**config.mk**
```make
export PLATFORM = sky130hd
export DESIGN_NAME = prog_load_dump_ctrl
export DESIGN_NICKNAME = d
export VERILOG_FILES = /design/src/rtl/prog_load_dump_ctrl.sv
export SDC_FILE = /design/constraint.sdc
export NUM_CORES = 1
export LEC_CHECK = 0
export ABC_AREA = 1
export CAP_MARGIN = 10
export CORE_ASPECT_RATIO = 1.1
export CORE_MARGIN = 8
export CORE_UTILIZATION = 45
export DETAILED_ROUTE_END_ITERATION = 8
export HOLD_SLACK_MARGIN = 0.1
export PLACE_DENSITY = 0.78
export SETUP_SLACK_MARGIN = 0.5
export SYNTH_ARGS = -nofsm -noshare
export SYNTH_HDL_FRONTEND = slang
export SYNTH_SLANG_ARGS = --single-unit
```
**constraint.sdc**
```tcl
create_clock -name CLK -period 3.3 [get_ports CLK]
set_clock_uncertainty 0.1 [all_clocks]
set_input_delay 0.99 -clock CLK [delete_from_list [all_inputs] [get_ports CLK]]
set_output_delay 0.99 -clock CLK [all_outputs]
set_load 0.01 [all_outputs]
```
**src/rtl/prog_load_dump_ctrl.sv**
```systemverilog
// Bring-up controller: streams a program into instruction memory and runs the CPU under a watchdog.
// It then dumps data memory and the register file as a tagged valid/ready stream.
module prog_load_dump_ctrl #(
    parameter int                 INSTR_W    = 16,
    parameter int                 DATA_W     = 16,
    parameter int                 IMEM_DEPTH = 256,
    parameter int                 DMEM_DUMP  = 10,
    parameter int                 NREGS      = 16,
    parameter int                 TIMEOUT    = 5000,
    parameter logic [INSTR_W-1:0] HALT_WORD  = INSTR_W'(16'hFFFF)
) (
    input  logic                          CLK,
    input  logic                          rst,
    input  logic                          start,
    input  logic                          ld_valid,
    output logic                          ld_ready,
    input  logic [INSTR_W-1:0]            ld_data,
    input  logic                          ld_last,
    output logic                          imem_we,
    output logic [$clog2(IMEM_DEPTH)-1:0] imem_addr,
    output logic [INSTR_W-1:0]            imem_wdata,
    output logic                          cpu_rst,
    input  logic                          do_halt,
    output logic [7:0]                    dmem_raddr,
    input  logic [DATA_W-1:0]             dmem_rdata,
    output logic [$clog2(NREGS)-1:0]      reg_raddr,
    input  logic [DATA_W-1:0]             reg_rdata,
    output logic                          dump_valid,
    input  logic                          dump_ready,
    output logic [DATA_W-1:0]             dump_data,
    output logic                          dump_is_reg,
    output logic [7:0]                    dump_idx,
    output logic                          done,
    output logic                          timeout,
    output logic                          load_ovf,
    output logic [31:0]                   cycle_count
);

    localparam int AW = $clog2(IMEM_DEPTH);
    localparam int RW = $clog2(NREGS);

    typedef enum logic [2:0] {
        S_IDLE,
        S_LOAD,
        S_PAD,
        S_RUN,
        S_DUMP_MEM,
        S_DUMP_REG,
        S_DONE
    } state_t;

    state_t              state_reg, state_next;
    logic [AW-1:0]       load_addr_reg, load_addr_next;
    logic [31:0]         cycle_count_reg, cycle_count_next;
    logic                timeout_reg, timeout_next;
    logic                load_ovf_reg, load_ovf_next;
    logic                done_reg, done_next;
    logic                halt_q_reg;
    logic [7:0]          rd_idx_reg, rd_idx_next;
    logic                fetch_reg, fetch_next;
    logic                fetch_is_reg_reg, fetch_is_reg_next;
    logic [7:0]          fetch_idx_reg, fetch_idx_next;
    logic                issued_all_reg, issued_all_next;
    logic                dump_valid_reg, dump_valid_next;
    logic [DATA_W-1:0]   dump_data_reg, dump_data_next;
    logic                dump_is_reg_reg, dump_is_reg_next;
    logic [7:0]          dump_idx_reg, dump_idx_next;

    logic halt_fall;
    logic handshake;
    logic can_issue;

    assign halt_fall = halt_q_reg & ~do_halt;
    assign handshake = dump_valid_reg & dump_ready;
    // A new read may go out only when its data can be captured into a free output slot next cycle.
    assign can_issue = !fetch_reg && (!dump_valid_reg || dump_ready) && !issued_all_reg;

    always_ff @(posedge CLK or posedge rst) begin
        if (rst) begin
            state_reg        <= S_IDLE;
            load_addr_reg    <= '0;
            cycle_count_reg  <= '0;
            timeout_reg      <= 1'b0;
            load_ovf_reg     <= 1'b0;
            done_reg         <= 1'b0;
            halt_q_reg       <= 1'b0;
            rd_idx_reg       <= '0;
            fetch_reg        <= 1'b0;
            fetch_is_reg_reg <= 1'b0;
            fetch_idx_reg    <= '0;
            issued_all_reg   <= 1'b0;
            dump_valid_reg   <= 1'b0;
            dump_data_reg    <= '0;
            dump_is_reg_reg  <= 1'b0;
            dump_idx_reg     <= '0;
        end else begin
            state_reg        <= state_next;
            load_addr_reg    <= load_addr_next;
            cycle_count_reg  <= cycle_count_next;
            timeout_reg      <= timeout_next;
            load_ovf_reg     <= load_ovf_next;
            done_reg         <= done_next;
            halt_q_reg       <= do_halt;
            rd_idx_reg       <= rd_idx_next;
            fetch_reg        <= fetch_next;
            fetch_is_reg_reg <= fetch_is_reg_next;
            fetch_idx_reg    <= fetch_idx_next;
            issued_all_reg   <= issued_all_next;
            dump_valid_reg   <= dump_valid_next;
            dump_data_reg    <= dump_data_next;
            dump_is_reg_reg  <= dump_is_reg_next;
            dump_idx_reg     <= dump_idx_next;
        end
    end

    always_comb begin
        state_next        = state_reg;
        load_addr_next    = load_addr_reg;
        cycle_count_next  = cycle_count_reg;
        timeout_next      = timeout_reg;
        load_ovf_next     = load_ovf_reg;
        done_next         = done_reg;
        rd_idx_next       = rd_idx_reg;
        fetch_next        = 1'b0;
        fetch_is_reg_next = fetch_is_reg_reg;
        fetch_idx_next    = fetch_idx_reg;
        issued_all_next   = issued_all_reg;
        dump_valid_next   = dump_valid_reg;
        dump_data_next    = dump_data_reg;
        dump_is_reg_next  = dump_is_reg_reg;
        dump_idx_next     = dump_idx_reg;
        ld_ready          = 1'b0;
        imem_we           = 1'b0;
        imem_wdata        = ld_data;
        cpu_rst           = 1'b1;
        dmem_raddr        = '0;
        reg_raddr         = '0;

        // Read data issued last cycle lands in the output slot, which is empty by construction.
        if (fetch_reg) begin
            dump_valid_next  = 1'b1;
            dump_data_next   = fetch_is_reg_reg ? reg_rdata : dmem_rdata;
            dump_is_reg_next = fetch_is_reg_reg;
            dump_idx_next    = fetch_idx_reg;
        end else if (handshake) begin
            dump_valid_next = 1'b0;
        end

        case (state_reg)
            S_IDLE, S_DONE: begin
                cpu_rst = (state_reg == S_IDLE);
                if (start) begin
                    state_next       = S_LOAD;
                    load_addr_next   = '0;
                    cycle_count_next = '0;
                    timeout_next     = 1'b0;
                    load_ovf_next    = 1'b0;
                    done_next        = 1'b0;
                end
            end
            S_LOAD: begin
                ld_ready = 1'b1;
                if (ld_valid) begin
                    imem_we        = 1'b1;
                    load_addr_next = load_addr_reg + AW'(1);
                    if (ld_last) begin
                        // No room for a pad word at the top address, so run directly.
                        if (ld_data == HALT_WORD || load_addr_reg == AW'(IMEM_DEPTH - 1))
                            state_next = S_RUN;
                        else
                            state_next = S_PAD;
                    end else if (load_addr_reg == AW'(IMEM_DEPTH - 1)) begin
                        load_ovf_next = 1'b1;
                        state_next    = S_RUN;
                    end
                end
            end
            S_PAD: begin
                imem_we    = 1'b1;
                imem_wdata = HALT_WORD;
                state_next = S_RUN;
            end
            S_RUN: begin
                cpu_rst = 1'b0;
                if (halt_fall || cycle_count_reg == 32'(TIMEOUT - 1)) begin
                    timeout_next    = !halt_fall;
                    rd_idx_next     = '0;
                    issued_all_next = 1'b0;
                    state_next      = (DMEM_DUMP == 0) ? S_DUMP_REG : S_DUMP_MEM;
                end else if (cycle_count_reg != '1) begin
                    cycle_count_next = cycle_count_reg + 32'd1;
                end
            end
            S_DUMP_MEM: begin
                cpu_rst    = 1'b0;
                dmem_raddr = rd_idx_reg;
                if (can_issue) begin
                    fetch_next        = 1'b1;
                    fetch_is_reg_next = 1'b0;
                    fetch_idx_next    = rd_idx_reg;
                    if (rd_idx_reg == 8'(DMEM_DUMP - 1)) begin
                        rd_idx_next = '0;
                        state_next  = S_DUMP_REG;
                    end else begin
                        rd_idx_next = rd_idx_reg + 8'd1;
                    end
                end
            end
            S_DUMP_REG: begin
                cpu_rst   = 1'b0;
                reg_raddr = rd_idx_reg[RW-1:0];
                if (can_issue) begin
                    fetch_next        = 1'b1;
                    fetch_is_reg_next = 1'b1;
                    fetch_idx_next    = rd_idx_reg;
                    if (rd_idx_reg == 8'(NREGS - 1))
                        issued_all_next = 1'b1;
                    else
                        rd_idx_next = rd_idx_reg + 8'd1;
                end
                if (issued_all_reg && !fetch_reg && handshake) begin
                    done_next  = 1'b1;
                    state_next = S_DONE;
                end
            end
            default: state_next = S_IDLE;
        endcase
    end

    assign imem_addr   = load_addr_reg;
    assign dump_valid  = dump_valid_reg;
    assign dump_data   = dump_data_reg;
    assign dump_is_reg = dump_is_reg_reg;
    assign dump_idx    = dump_idx_reg;
    assign done        = done_reg;
    assign timeout     = timeout_reg;
    assign load_ovf    = load_ovf_reg;
    assign cycle_count = cycle_count_reg;

endmodule
```
Word level (Yosys, flattened, before mapping) --
Index checks and enable logic that the tools add are counted.
Cells by class: $add $sub $neg 3, equality and inequality tests 26, mux-type cells 51, bitwise gates (word level) 3, reduce and logical (&&, ||, !) cells 32
Operators with widths (number):
- 32-bit 2-to-1 mux | 3
- 8-bit 2-to-1 mux | 8
- 32-bit one-hot mux with 2 select lines | 1
- 32-bit by 1-bit adder with 32-bit output (second input constant) | 1
- 32-bit by 13-bit == test with 1-bit output (second input constant) | 1
- 16-bit 2-to-1 mux | 2
- 32-bit != test (second input constant) | 1
- 2-bit != test (second input constant) | 13
- 3-bit 2-to-1 mux | 8
- 8-bit one-hot mux with 3 select lines | 1
- 1-bit 2-to-1 mux | 18
- 3-bit one-hot mux with 6 select lines | 1
- 8-bit by 1-bit adder with 8-bit output (second input constant) | 2
- 16-bit == test (second input constant) | 1
- 8-bit by 4-bit == test with 1-bit output (second input constant) | 2
- 8-bit one-hot mux with 2 select lines | 1
- 1-bit one-hot mux with 2 select lines | 7
- 3-bit AND reduction | 4
- 2-bit nonzero test | 6
- 5-bit AND reduction | 2
- 3-bit == test (second input constant) | 3
- 8-bit == test (second input constant) | 1
- 4-bit AND reduction | 2
- 7-bit AND reduction | 1
- other kinds (14) | 25
Word-level totals: flip-flop bits (word level) 92, bits of input ports 55, output and inout port bits 100, logic and storage cells 131

Longest topological paths before layout --
Gate-level depths: netlist of run 1.
word-level depth 6, gate-level depth with buffers 12, gate-level depth less buffers 11

Worst setup path after synthesis of run 1 --
No wires, ideal clock.
path kind flip-flop to output port, start point reg state_reg[1], end point out cpu_rst, arrival time 1.311 ns, required time 2.210 ns, slack 0.899 ns, stages on the path, launching flop included 6, buffers on the path 0, path through dfrtp_1 -> inv_4 -> ha_1 -> inv_1 -> nand2_2 -> o21ai_0
On the way: cells in the longest elaborated chain, start to end 3, elaborated cells between the ends (all ways) 8, those cells by class 4 x eq/ne; 1 x mux; 3 x reduce/logical
Ends and longest elaborated chain:
- start: declaration | RTL line 52 | state_t state_reg, state_next;
- start signal: assignment | RTL line 97 | state_reg <= state_next;
- 3-bit == test (tied with other cells) | RTL line 149 | case (state_reg)
- 3-bit OR reduction (no source line) / 2-bit OR reduction (equally long branches)
- 1-bit one-hot mux with 2 select lines * | RTL line 149
- end: declaration | RTL line 22 | output logic cpu_rst,
Every way passes the cells marked *; elsewhere a longest branch is shown, timed or not.

Worst setup path after layout of run 1 --
start point reg state_reg[1], end point out dmem_raddr[5]
On the way: cells in the longest elaborated chain, start to end 2
Ends and longest elaborated chain:
- 3-bit == test | RTL line 149
- 8-bit 2-to-1 mux | RTL line 149
- end: declaration | RTL line 24 | output logic [7:0] dmem_raddr,
Every way passes these cells.

==> flow_metrics.env, run 1 <==
export IMPL_grt_pass1_wl_um=27600
export IMPL_outcome="finished clean"
export IMPL_crit_fanout=8
export IMPL_cts_max_level=3
export IMPL_drive_above_1_share=0.166
export IMPL_grtUsageTotal=0.195
export IMPL_drc=0
export IMPL_hpwl_um=12400
export IMPL_crit_path_end_kind="output port"
export IMPL_finalSetupViolCount=0
export IMPL_vias=5700
export IMPL_grt_max_degree=68
export IMPL_synth_edf_count=0
export IMPL_vdd_drop_max_mv=0.425
export IMPL_async_flop_share=1.00
export IMPL_power_leakage_nw=3.71
export IMPL_grt_setup_unrepaired="true"
export IMPL_drt_first_iter_violations=337
export IMPL_critPathRequiredTime_ns=2.21
export IMPL_path_class="reg2out"
export IMPL_nets=1027
export IMPL_worst_pin_slew_ns=0.728
export IMPL_synth_area_per_cell_sq_um=7.25
export IMPL_dieWidth_um=125
export IMPL_ys_flop_type="dfrtp_1"
export IMPL_ys_ff_latch=92
export IMPL_startpoint_type="flip-flop"
export IMPL_coreArea_sq_um=12600
export IMPL_max_freq_mhz=361
export IMPL_powerDensity_nw_per_um2=592
export IMPL_die_area_sq_um=16900
export IMPL_core_rowCount=43
export IMPL_portBuffers=154
export IMPL_synthDistinctLibCells=41
export IMPL_cts_hold_buffers=0
export IMPL_dr_pass1_iters=5
export IMPL_critPathArrivalTime_ns=1.68
export IMPL_final_setup_tns_ns=0
export IMPL_clk_pin_slew_ns=0.07
export IMPL_area_growth_pct=35.9
export IMPL_synth_area_leaders="dfrtp_1 39%, nand2_1 15%, nor2_1 7.7%, nand2_2 4.5%, nand3_1 4.5%"
export IMPL_dp_cells=1102
export IMPL_grt_ovfl_total=0
export IMPL_hold_violations=0
export IMPL_synth_area_sq_um=5850
export IMPL_yosysSeqAreaShare=0.394
export IMPL_p_total_mw=4.71
export IMPL_antenna_found_initial=0
export IMPL_synth_nets=866
export IMPL_largest_reg_flops=32
export IMPL_min_path_type="reg2reg"
export IMPL_max_slew_margin=0.515
export IMPL_antenna_left=0
export IMPL_maxCapViolCount=0
export IMPL_final_cells=1129
export IMPL_wl_per_cell_um=14.6
export IMPL_cts_root_buf="clkbuf_16"
export IMPL_grt_pass1_vias=5462
export IMPL_fp_dieH_um=136
export IMPL_drt_wl_total_um=16500
export IMPL_clk_latency_ns=0.35
export IMPL_synth_cells=806
export IMPL_min_period_ns=2.77
export IMPL_antenna_cells=0
export IMPL_place_ws_ns=-0.0128
export IMPL_synth_top_area_frac=0.394
export IMPL_cts_tree="yes"
export IMPL_avgViaCountPerCell=5.05
export IMPL_start_util=0.462
export IMPL_finalMaxSlewViolations=0
export IMPL_cts_sinks=92
export IMPL_finalCritPeriodShare=0.838
export IMPL_cts_path_max_buffers=2
export IMPL_ys_warnings_count=0
export IMPL_yosysTopAreaCell="dfrtp_1"
export IMPL_io_pins=155
export IMPL_setup_ws_ns=0.533
export IMPL_cts_made_buffers=9
export IMPL_gp_congestion=0.939
==> cells in the final DEF (no fill, tap or decap), drive strengths merged, types with 10 or more instances in the layout <==
master         count
xor2              15
or2               17
buf               33
nor2             130
nand3             60
clkbuf            11
clkdlybuf4s50    107
o21ai             67
dfrtp             92
nand4             10
inv               76
nand2            282
dlygate4sd2       29
==> report_power, final <==
part	total [mW]	internal, mW	switching [mW]	leakage [nW]
sequential	1.51	1.36	0.157	1.21
combinational	2.09	0.930	1.16	2.35
clock	1.11	0.625	0.481	0.154
total	4.71	2.91	1.80	3.71
==> layout make-up <==
class	instances	area, sq um
multi-input combinational	617	3140
clock inverter	6	77.6
inverter	76	295
fill	1122	4700
timing repair buffer	171	1690
clock buffer	10	239
sequential	92	2310
tap	157	196
==> metrics by stage <==
| step | utilization | hold WS, ns | instance area, sq um |
|---|---|---|---|
| after floorplan | - | 0.349 | 5850 |
| final | 0.628 | 0.378 | 7950 |
| after global routing | 0.628 | 0.406 | 7950 |
| after global placement | 0.593 | 0.355 | 7500 |
| after CTS | 0.627 | 0.382 | 7930 |
| after detailed placement | 0.593 | 0.364 | 7500 |
==> cell usage after synthesis (2+ instances only) <==
library cell	instances
a21oi_1	8
buf_2	4
nand3b_1	6
nand3_4	3
nand2_1	232
nand4_1	9
or2_2	17
inv_2	6
nor2_4	6
xor2_1	15
nor2_2	2
o21ai_1	11
a21boi_0	2
nand3_2	5
buf_12	3
ha_1	5
nand2_2	42
nand2_4	8
clkinv_1	2
nand3_1	52
dfrtp_1	92
o21ai_2	7
xnor2_1	3
nor2_1	120
clkbuf_1	11
nor2_8	2
and2_1	2
nor3_1	4
inv_1	67
o21ai_0	49
==> critical path: stages, from the launching register on <==
cell and delay (ns):
dfrtp_2 0.44, buf_4 0.15, nor3_4 0.24, inv_2 0.11
nor2_1 0.09, dlygate4sd2_1 0.30
==> final timing paths <==
kind / depth (start not counted) / startpoint / slack (ns) / to
max in group asynchronous: 3 / rst / 1.78 / state_reg[2]$_DFFE_PP0P_
setup / recovery: 5 / state_reg[1]$_DFFE_PP0P_ / 0.53 / dmem_raddr[5]
setup reg to reg: 12 / cycle_count[0]$_DFFE_PP0P_ / 1.02 / cycle_count[17]$_DFFE_PP0P_
hold / removal: 2 / dump_idx[5]$_DFFE_PP0P_ / 0.38 / dump_idx[5]$_DFFE_PP0P_
min in group asynchronous: 3 / rst / 1.00 / cycle_count[9]$_DFFE_PP0P_
hold reg to reg: 2 / dump_idx[5]$_DFFE_PP0P_ / 0.38 / dump_idx[5]$_DFFE_PP0P_
==> kinds of logic after synthesis <==
logic type | share of synthesized area
simple gates | 0.416
fa+ha+maj | 0.0107
buf+inv | 0.0758
xor+xnor | 0.0270
compound gates | 0.0766
flops | 0.394
==> timing repair <==
item,in CTS,in global routing
buffers inserted,9,2
setup endpoints to repair,31,17
pin swaps,3,0
gates resized for setup,134,5
==> routing by layer <==
layer	GRT usage	wire length (um)
met1	0.255	7700
met2	0.320	7700
met3	0.0356	835
met4	0.0623	233
met5	0	0
Power figures use the tool's default switching activity.
==> run 2, diff against run 1 <==
Settings changed: PLACE_DENSITY 0.78 to 0.75.
Clock period 3.3 ns to 2.7 ns, I/O delays scaled along.
==> run 2 against run 1 <==
Against the previous run:
- sequential share of layout area is 0.89 points lower
- die area stayed put
- largest cell class unchanged
- final cell count is 3.4% higher
==> flow_metrics.env, run 2 (synthesis gave the netlist of run 1 again) <==
export IMPL_outcome="finished clean"
export IMPL_cts_sinks=92
export IMPL_critPathRequiredTime_ns=1.79
export IMPL_nFillCells=1116
export IMPL_maxCapViolCount=0
export IMPL_wl_per_cell_um=15.2
export IMPL_seq_area_sq_um=2330
export IMPL_hpwl_um=12700
export IMPL_core_rowCount=43
export IMPL_die_area_sq_um=16900
export IMPL_drc=0
export IMPL_drive_above_1_share=0.243
export IMPL_clk_latency_ns=0.35
export IMPL_layout_common_cells="229 x nand2_1, 116 x nor2_1, 66 x dfrtp_1"
export IMPL_post_route_util=0.656
export IMPL_cp_depth=6
export IMPL_max_freq_mhz=406
export IMPL_antenna_left=0
export IMPL_cts_max_level=3
export IMPL_cts_hold_buffers=0
export IMPL_grt_use_met3=0.0411
export IMPL_grtUsageTotal=0.203
export IMPL_crit_path_cell_trace="inv_4, nor2_4, nand2_4, clkinvlp_4, or2_4, buf_6"
export IMPL_powerDensity_nw_per_um2=731
export IMPL_fp_dieH_um=136
export IMPL_max_slew_margin=0.682
export IMPL_crit_reg2reg_launch="state_reg[1]$_DFFE_PP0P_"
export IMPL_r2r_end="cycle_count[8]$_DFFE_PP0P_"
export IMPL_finalSetupViolCount=0
export IMPL_hold_violations=0
export IMPL_dieWidth_um=125
export IMPL_nets=1065
export IMPL_max_stage_delay_ns=0.43
export IMPL_cts_root_buf="clkbuf_16"
export IMPL_cts_path_max_buffers=2
export IMPL_holdCritStartpoint="dump_idx[1]$_DFFE_PP0P_"
export IMPL_vdd_drop_max_mv=0.509
export IMPL_finalCritPeriodShare=0.912
export IMPL_startpoint_type="flip-flop"
export IMPL_grt_setup_unrepaired="true"
export IMPL_crit_path_end_kind="output port"
export IMPL_crit_end="imem_wdata[9]"
export IMPL_avgViaCountPerCell=5.04
export IMPL_crit_family="flip-flops"
export IMPL_startpoint="state_reg[1]$_DFFE_PP0P_"
export IMPL_power_leakage_nw=4.15
export IMPL_path_class="reg2out"
export IMPL_crit_fanout=8
export IMPL_place_area_sq_um=7630
export IMPL_use_met2=0.344
export IMPL_gr_usage_met1=0.257
export IMPL_vias=5878
export IMPL_gp_congestion=0.909
export IMPL_min_period_ns=2.46
export IMPL_drt_first_iter_violations=399
export IMPL_critPathArrivalTime_ns=1.55
export IMPL_clk_pin_slew_ns=0.08
export IMPL_portBuffers=154
export IMPL_antenna_cells=0
export IMPL_start_util=0.462
export IMPL_crit_path_top_delay_cell="dfrtp_2"
export IMPL_reg2reg_slack_ns=0.62
export IMPL_coreArea_sq_um=12600
export IMPL_cts_tree="yes"
export IMPL_area_growth_pct=41.9
export IMPL_grt_pass1_vias=5774
export IMPL_drt_wl_total_um=17700
export IMPL_worst_pin_slew_ns=0.474
export IMPL_finish_instance_area_sq_um=8300
export IMPL_antenna_found_initial=0
export IMPL_grt_pass1_wl_um=28600
export IMPL_r2r_cells=10
export IMPL_critPathBufInv=3
export IMPL_min_path_type="reg2reg"
export IMPL_io_pins=155
export IMPL_final_common_cell="nand2_1"
export IMPL_dr_pass1_iters=5
export IMPL_largest_reg_flops=32
export IMPL_grt_max_degree=33
export IMPL_grt_ovfl_total=0
export IMPL_cts_made_buffers=9
export IMPL_busiest_layer="met2"
export IMPL_multi_input_area_sq_um=3220
export IMPL_finalMaxSlewViolations=0
-- run 2: cell count changes in the layout (fill, tap and decap cells not counted), sizes merged --
cell	change
clkdlybuf4s15	-1
dlygate4sd2	+18
inv	+2
clkbuf	-1
clkinv	+1
bufinv	-1
dlymetal6s2s	+12
nand3	+1
buf	+50
clkdlybuf4s50	-43
-- run 2: cell type report --
class / instances / area share
timing repair buffer: 207 / 0.235
clock inverter: 7 / 0.00769
clock buffer: 9 / 0.0271
timing repair inverter: 1 / 0.000905
inverter: 76 / 0.0369
sequential: 92 / 0.281
multi-input combinational: 618 / 0.388
tap: 157 / 0.0237
-- run 2: per-layer routing --
layer | up-vias | part of all wire | wire (um)
met5 | - | 0 | 0
met4 | 0 | 0.015 | 263
met3 | 20 | 0.065 | 1150
met2 | 198 | 0.48 | 8440
met1 | 2721 | 0.44 | 7880
li1 | 2939 | - | -
-- run 2: worst min-delay path by stage --
stage / endpoint / slack (ns) / cells past startpoint
after detailed placement: dump_idx[1]$_DFFE_PP0P_ / 0.36 / 2
after global placement: dump_idx[6]$_DFFE_PP0P_ / 0.35 / 2
final: dump_idx[1]$_DFFE_PP0P_ / 0.37 / 2
after floorplan: dump_idx[0]$_DFFE_PP0P_ / 0.35 / 2
after CTS: dump_idx[1]$_DFFE_PP0P_ / 0.38 / 2
after global routing: dump_idx[5]$_DFFE_PP0P_ / 0.40 / 2
-- run 2: worst reg2reg max path: stages (launching register included) --
cell and delay (ns):
dfrtp_2 0.43, buf_4 0.16, buf_4 0.15, nand3_4 0.09
buf_4 0.25, inv_2 0.17, nand2_1 0.17, nand3_4 0.11
clkbuf_16 0.22, nand2_2 0.07, nand2_1 0.04
-- run 2: power by group --
group	total, mW	internal, mW	switching [mW]	leakage [nW]
Combinational	2.96	1.36	1.61	2.83
Sequential	1.83	1.66	0.175	1.18
Clock	1.27	0.650	0.623	0.142
Total	6.07	3.66	2.41	4.15
-- run 2: timing repair --
item / 4_1_cts / 5_1_grt
setup endpoints to repair: 74 / 84
resized for setup: 251 / 27
setup buffers: 25 / 4
pin swaps: 8 / 9
endpoints found under the hold margin: 0 / 0
cloned: 1 / 2
-- run 2: per-stage QoR --
| stage | total power, mW | hold WS [ns] | std cells | setup slack, ns | TNS (ns) |
|---|---|---|---|---|---|
| finish | 6.07 | 0.372 | 1167 | 0.237 | 0 |
| CTS | 5.86 | 0.377 | 1161 | 0.171 | 0 |
| global placement | 4.33 | 0.353 | 1119 | -0.239 | -3.51 |
| detailed placement | 4.36 | 0.358 | 1119 | -0.240 | -3.67 |
| floorplan | 3.40 | 0.349 | 806 | 0.558 | 0 |
| global route | 6.44 | 0.399 | 1167 | 0.201 | 0 |
==> run 3, diff against run 2 <==
Settings changed: CTS_CLUSTER_SIZE from default to 14.
==> results of run 3 <==
Same layout as run 2: the final DEF is identical, and so are final timing and power.
==> variant 1: new RTL, config.mk and constraints of run 3 <==
The parameter `DATA_W` goes from 16 to 32.
--- a/src/rtl/prog_load_dump_ctrl.sv
+++ b/src/rtl/prog_load_dump_ctrl.sv
@@ -3,5 +3,5 @@
 module prog_load_dump_ctrl #(
     parameter int                 INSTR_W    = 16,
-    parameter int                 DATA_W     = 16,
+    parameter int                 DATA_W     = 32,
     parameter int                 IMEM_DEPTH = 256,
     parameter int                 DMEM_DUMP  = 10,
Ports: changed (resized dmem_rdata, dump_data and reg_rdata); port bits go from 155 to 203. No check against the original RTL was run, so the function may have changed too.
==> variant 1 against run 3 <==
Cell count up 16%; power up 3.7%; synthesized area up 8.5%; worst setup slack better by 45 ps; core utilization up 1.5 points; sequential cell count up 16; routed wire length up 19%; maximum frequency up 1.9%; cell area up 12%.
==> variant 1: results (changes against run 3) <==
| Metric | Value |
|---|---|
| IO buf count | `202 (was 154)` |
| Met1 Wirelength | `8940 µm (was 7880 µm)` |
| FF-to-FF End | `cycle_count[17]$_DFFE_PP0P_ (was cycle_count[8]$_DFFE_PP0P_)` |
| Signal buffers | `256 (was 207)` |
| Peak supply drop | `0.481 mV (was 0.509 mV)` |
| Net Count, Synth | `1,004 (was 866)` |
| Global-route wire length before repair | `33,300 µm (was 28,600 µm)` |
| Placed Area | `8600 µm² (was 7630 µm²)` |
| Global routing usage on met3 | `4.97% (was 4.11%)` |
| LEAKAGE | `4.72 nW (was 4.15 nW)` |
| Hold Crit Start | `dump_idx[5]$_DFFE_PP0P_ (was dump_idx[1]$_DFFE_PP0P_)` |
| DR WL met3 | `1980 µm (was 1150 µm)` |
| Sink Count | `108 (was 92)` |
| CP arrival | `1510 ps (was 1550 ps)` |
| Wirelength, routed | `21,100 µm (was 17,700 µm)` |
| Psw | `2.43 mW (was 2.41 mW)` |
| Register area share after synthesis | `42.6% (was 39.4%)` |
| NonClk Buf Share | `25.3% (was 23.5%)` |
| Met1 usage | `29.0% (was 25.7%)` |
| Multi-input logic portion of the cell area | `35.8% (was 38.8%)` |
| Metal2 WL | `9740 µm (was 8440 µm)` |
| Fraction of standard cell area that is sequential | `29.5% (was 28.1%)` |
| Met2 usage | `36.5% (was 34.4%)` |
| Dpl ws | `-264 ps (was -240 ps)` |
| Post-DP HPWL | `14,700 µm (was 12,700 µm)` |
| Multi-input gate area | `3310 µm² (was 3220 µm²)` |
| Status | `completed (unchanged)` |
| Comb_multi_in | `689 (was 618)` |
| Syn avg cell area | `6.96 µm² (was 7.25 µm²)` |
| Vias in the first global route | `6,520 (was 5,774)` |
| Gr usage total | `22.6% (was 20.3%)` |
| Layout cell share with drive strength beyond 1 | `15.8% (was 24.3%)` |
| Routed length per instance | `15.7 µm (was 15.2 µm)` |
| DR iter-0 viols | `435 (was 399)` |
| GPL Wtd Cong | `0.961 (was 0.909)` |
| Synth unique cells | `40 (was 41)` |
| FF-to-FF Start | `cycle_count[0]$_DFFE_PP0P_ (was state_reg[1]$_DFFE_PP0P_)` |
| Final Net Count | `1,247 (was 1,065)` |
| Vias | `6,851 (was 5,878)` |
| Tapcells | `188 (was 157)` |
| Clock-cell share | `3.04% (was 3.48%)` |
| Top cells by area, synth | `dfrtp_1 (43%), nand2_1 (19%), nor2_1 (7.9%) (was dfrtp_1 (39%), nand2_1 (15%), nor2_1 (7.7%))` |
==> variant 1: cell count changes after synthesis, moves of 5 or more <==
cell            run 3  this run
o21ai_0            49        90
nor3_1              4         9
o21ai_2             7         2
dfrtp_1            92       108
nand2_2            42         4
nand2_1           232       314
nand2_4             8         1
inv_1              67        83
or2_2              17         0
o21ai_1            11         3
nor2_1            120       133
==> variant 1: timing repair <==
action | in CTS | in global routing
resized for setup | 229 | 58
cloned | 5 | 1
endpoints found under the setup margin | 107 | 108
pin swaps | 12 | 14
setup buffers | 29 | 5
==> variant 1: worst max-delay path by stage <==
stage	startpoint	end	slack (ps)	cells past startpoint
5_1_grt	state_reg[0]$_DFFE_PP0P_	dmem_raddr[6]	230	5
4_1_cts	state_reg[1]$_DFFE_PP0P_	cpu_rst	260	6
6_report	state_reg[0]$_DFFE_PP0P_	dmem_raddr[3]	280	5
2_1_floorplan	rst	cycle_count[0]$_DFFE_PP0P_	490	1
3_5_place_dp	ld_valid	imem_we	-260	4
3_3_place_gp	ld_valid	imem_we	-250	4
==> variant 1: logic make-up after synthesis <==
logic type	Yosys count	synth area share, %
buffers and inverters	119	7.83
AOI/OAI and AO/OA	112	9.35
adders and majority gates	5	0.986
DFF	108	42.6
and+or+nand+nor	549	36.6
xor gates and xnor gates	19	2.62
==> variant 1: power groups by stage <==
stage	sequential [mW]	combinational (mW)	clock, mW
after detailed placement	2.22	2.47	0
final	2.16	2.83	1.30
after CTS	2.16	2.70	1.33
after global routing	2.20	3.10	1.39
after global placement	2.21	2.44	0
after floorplan	2.31	1.15	0
==> variant 1: critical path, stage by stage (launching register included) <==
cell     delay, ps
dfrtp_2        420
buf_6          140
nor3_4         240
inv_2          110
nor2_1         100
buf_2          140
==> variant 2: new RTL, config.mk and constraints of run 3 <==
Made on the original files. Encoding of `state_t`: now Gray code (3 bits for 7 states).
--- a/src/rtl/prog_load_dump_ctrl.sv
+++ b/src/rtl/prog_load_dump_ctrl.sv
@@ -41,11 +41,11 @@
 
     typedef enum logic [2:0] {
-        S_IDLE,
-        S_LOAD,
-        S_PAD,
-        S_RUN,
-        S_DUMP_MEM,
-        S_DUMP_REG,
-        S_DONE
+        S_IDLE     = 3'b000,
+        S_LOAD     = 3'b001,
+        S_PAD      = 3'b011,
+        S_RUN      = 3'b010,
+        S_DUMP_MEM = 3'b110,
+        S_DUMP_REG = 3'b111,
+        S_DONE     = 3'b101
     } state_t;
 
Function: same outputs for any inputs over 10 cycles, from zero or initial values and one cycle with rst high; not proved beyond that.
==> variant 2 against run 3 <==
Non-clock buffer count grew 8; sequential cell count is the same; worst setup slack gained 120 ps; cell area grew 1.8%; synthesized area grew 3.0%; first-iteration DRC count grew 25%; hold slack lost 4.8 ps; power shrank 3.9%; critical endpoint is now imem_wdata[4]; highest routed layer unchanged; routed wire length grew 7.5%.
==> variant 2: results (changes against run 3) <==
| Metric | Value |
|---|---|
| Top Family by Delay on Critical Path | `flip-flops (unchanged)` |
| CTS buffer count | `9 (unchanged)` |
| Compound-Gate Fraction of Synth Area | `5.65% (was 7.66%)` |
| Htree depth | `3 (unchanged)` |
| LEAKAGE | `4.41 nW (was 4.15 nW)` |
| Skew-Pair Late Insertion Delay | `350 ps (about the same)` |
| Vias | `6,741 (was 5,878)` |
| Net Count, Synth | `988 (was 866)` |
| CTS root buffer | `clkbuf_16 (unchanged)` |
| Worst-path clk slew | `70 ps` |
| Layout cell share with drive strength beyond 1 | `16.7% (was 24.3%)` |
| Global routing usage on met3 | `4.68% (was 4.11%)` |
| Placed insts | `1,242 (was 1,119)` |
| Slowest stage delay, CP | `410 ps (was 430 ps)` |
| P_int | `3.39 mW (was 3.66 mW)` |
| Initial antenna violation count | `0 (unchanged)` |
| Vias in the first global route | `6,502 (was 5,774)` |
| DR iter-0 viols | `497 (was 399)` |
| Rel. slew slack | `65.6% (was 68.2%)` |
| Met1 usage | `25.6% (was 25.7%)` |
| Max reg flops | `32 (unchanged)` |
| Top cells by count, synth | `nand2_1 (310), nor2_1 (154), dfrtp_1 (92), nand3_1 (92), inv_1 (85) (was nand2_1 (232), nor2_1 (120), dfrtp_1 (92))` |
| Ys Warns | `0 (unchanged)` |
| GPL Wtd Cong | `0.991 (was 0.909)` |
| Multiplexer share of the synthesized area | `0% (unchanged)` |
| Number of diodes | `0 (unchanged)` |
| Master of the slowest instance on the critical path | `dfrtp_2 (unchanged)` |
| Routed length per instance | `14.8 µm (was 15.2 µm)` |
| Register area share after synthesis | `38.2% (was 39.4%)` |
| Area share of fa/ha/maj cells after synthesis | `0.831% (was 1.07%)` |
| Fraction of registers with async set/reset | `100% (unchanged)` |
| Global-route wire length before repair | `31,600 µm (was 28,600 µm)` |
| Status | `completed (unchanged)` |
| Synth unique cells | `35 (was 41)` |
| Peak supply drop | `0.565 mV (was 0.509 mV)` |
| Via/cell ratio | `5.23 (was 5.04)` |
| Top cells by area, synth | `dfrtp_1 (38%), nand2_1 (19%), nor2_1 (9.6%) (was dfrtp_1 (39%), nand2_1 (15%), nor2_1 (7.7%))` |
| IO buf count | `154 (unchanged)` |
| Post-synthesis xor/xnor area fraction | `1.60% (was 2.70%)` |
| Post-DP HPWL | `13,600 µm (was 12,700 µm)` |
| CP arrival | `1430 ps (was 1550 ps)` |
| Dpl ws | `-187 ps (was -240 ps)` |
| CP Max Fanout | `8 (unchanged)` |
| HP Class | `flip-flop to flip-flop (unchanged)` |
| Placed Area | `7870 µm² (was 7630 µm²)` |
| Largest net degree at the start of global routing | `93 (was 33)` |
| Gr usage total | `22.3% (was 20.3%)` |
| Drt pass-1 iters | `5 (unchanged)` |
| Clk buf depth | `2 (unchanged)` |
| Syn avg cell area | `6.48 µm² (was 7.25 µm²)` |
| Met2 usage | `39.8% (was 34.4%)` |
==> variant 2: worst reg2reg max path, cell delays in order (launching register included) <==
cell	delay (ps)
dfrtp_1	400
buf_4	160
ha_1	190
nand2_1	150
inv_1	80
nand2_1	60
nor2_1	40
nand2_1	50
nor2_1	60
nor2_1	160
nand3_2	120
buf_12	190
nand3_1	110
nand2_1	70
==> variant 2: cell families (layout without fill, tap and decap cells) <==
group / after synthesis / in the layout
xor+xnor: 11 / 11
buf+inv: 124 / 323
compound gates: 66 / 66
simple gates: 632 / 632
fa+ha+maj: 4 / 4
flops: 92 / 92
==> variant 2: worst paths after layout <==
kind,from,cells past startpoint,end,slack (ps)
min in group asynchronous,rst,3,dump_data[11]$_DFFE_PP0P_,830
worst max register to register,cycle_count[1]$_DFFE_PP0P_,13,cycle_count[26]$_DFFE_PP0P_,650
worst min-delay path,dump_idx[0]$_DFFE_PP0P_,2,dump_idx[0]$_DFFE_PP0P_,370
worst min register to register,dump_idx[0]$_DFFE_PP0P_,2,dump_idx[0]$_DFFE_PP0P_,370
max in group asynchronous,rst,3,cycle_count[26]$_DFFE_PP0P_,1230
worst max-delay path,state_reg[2]$_DFFE_PP0P_,6,imem_wdata[4],360
==> variant 2: routing by layer <==
layer	share of wire, %	up-vias
met5	0	-
met4	2.4	0
met3	6.5	31
met2	51	217
met1	40	3144
li1	-	3349
==> variant 2: power groups by stage <==
stage               clock network [mW]  registers (mW)  logic [mW]
global placement                     0            1.78        2.54
global route                      1.28            1.78        3.13
CTS                               1.24            1.76        2.80
floorplan                            0            1.87        1.32
finish                            1.21            1.76        2.87
detailed placement                   0            1.79        2.56
==> variant 2: area by class of cell <==
| type | instances | area [µm²] |
|---|---|---|
| clock buffer | 10 | 229 |
| fill | 1222 | 4710 |
| multi-input combinational | 713 | 3300 |
| clock inverter | 6 | 46.3 |
| tap | 161 | 201 |
| inverter | 92 | 363 |
| timing repair buffer | 215 | 1970 |
| sequential | 92 | 2340 |
==> variant 2: what timing repair did <==
action                                  4_1_cts  5_1_grt
resized for setup                           240       31
cloned                                        2        0
endpoints found under the setup margin       76       77
setup buffers                                27        2
pin swaps                                     5        3
==> variant 2: per-stage QoR <==
| stage | power (mW) | hold slack [ps] |
|---|---|---|
| finish | 5.83 | 367 |
| global route | 6.19 | 394 |
| CTS | 5.80 | 375 |
| detailed placement | 4.36 | 358 |
| global placement | 4.33 | 353 |
| floorplan | 3.20 | 349 |
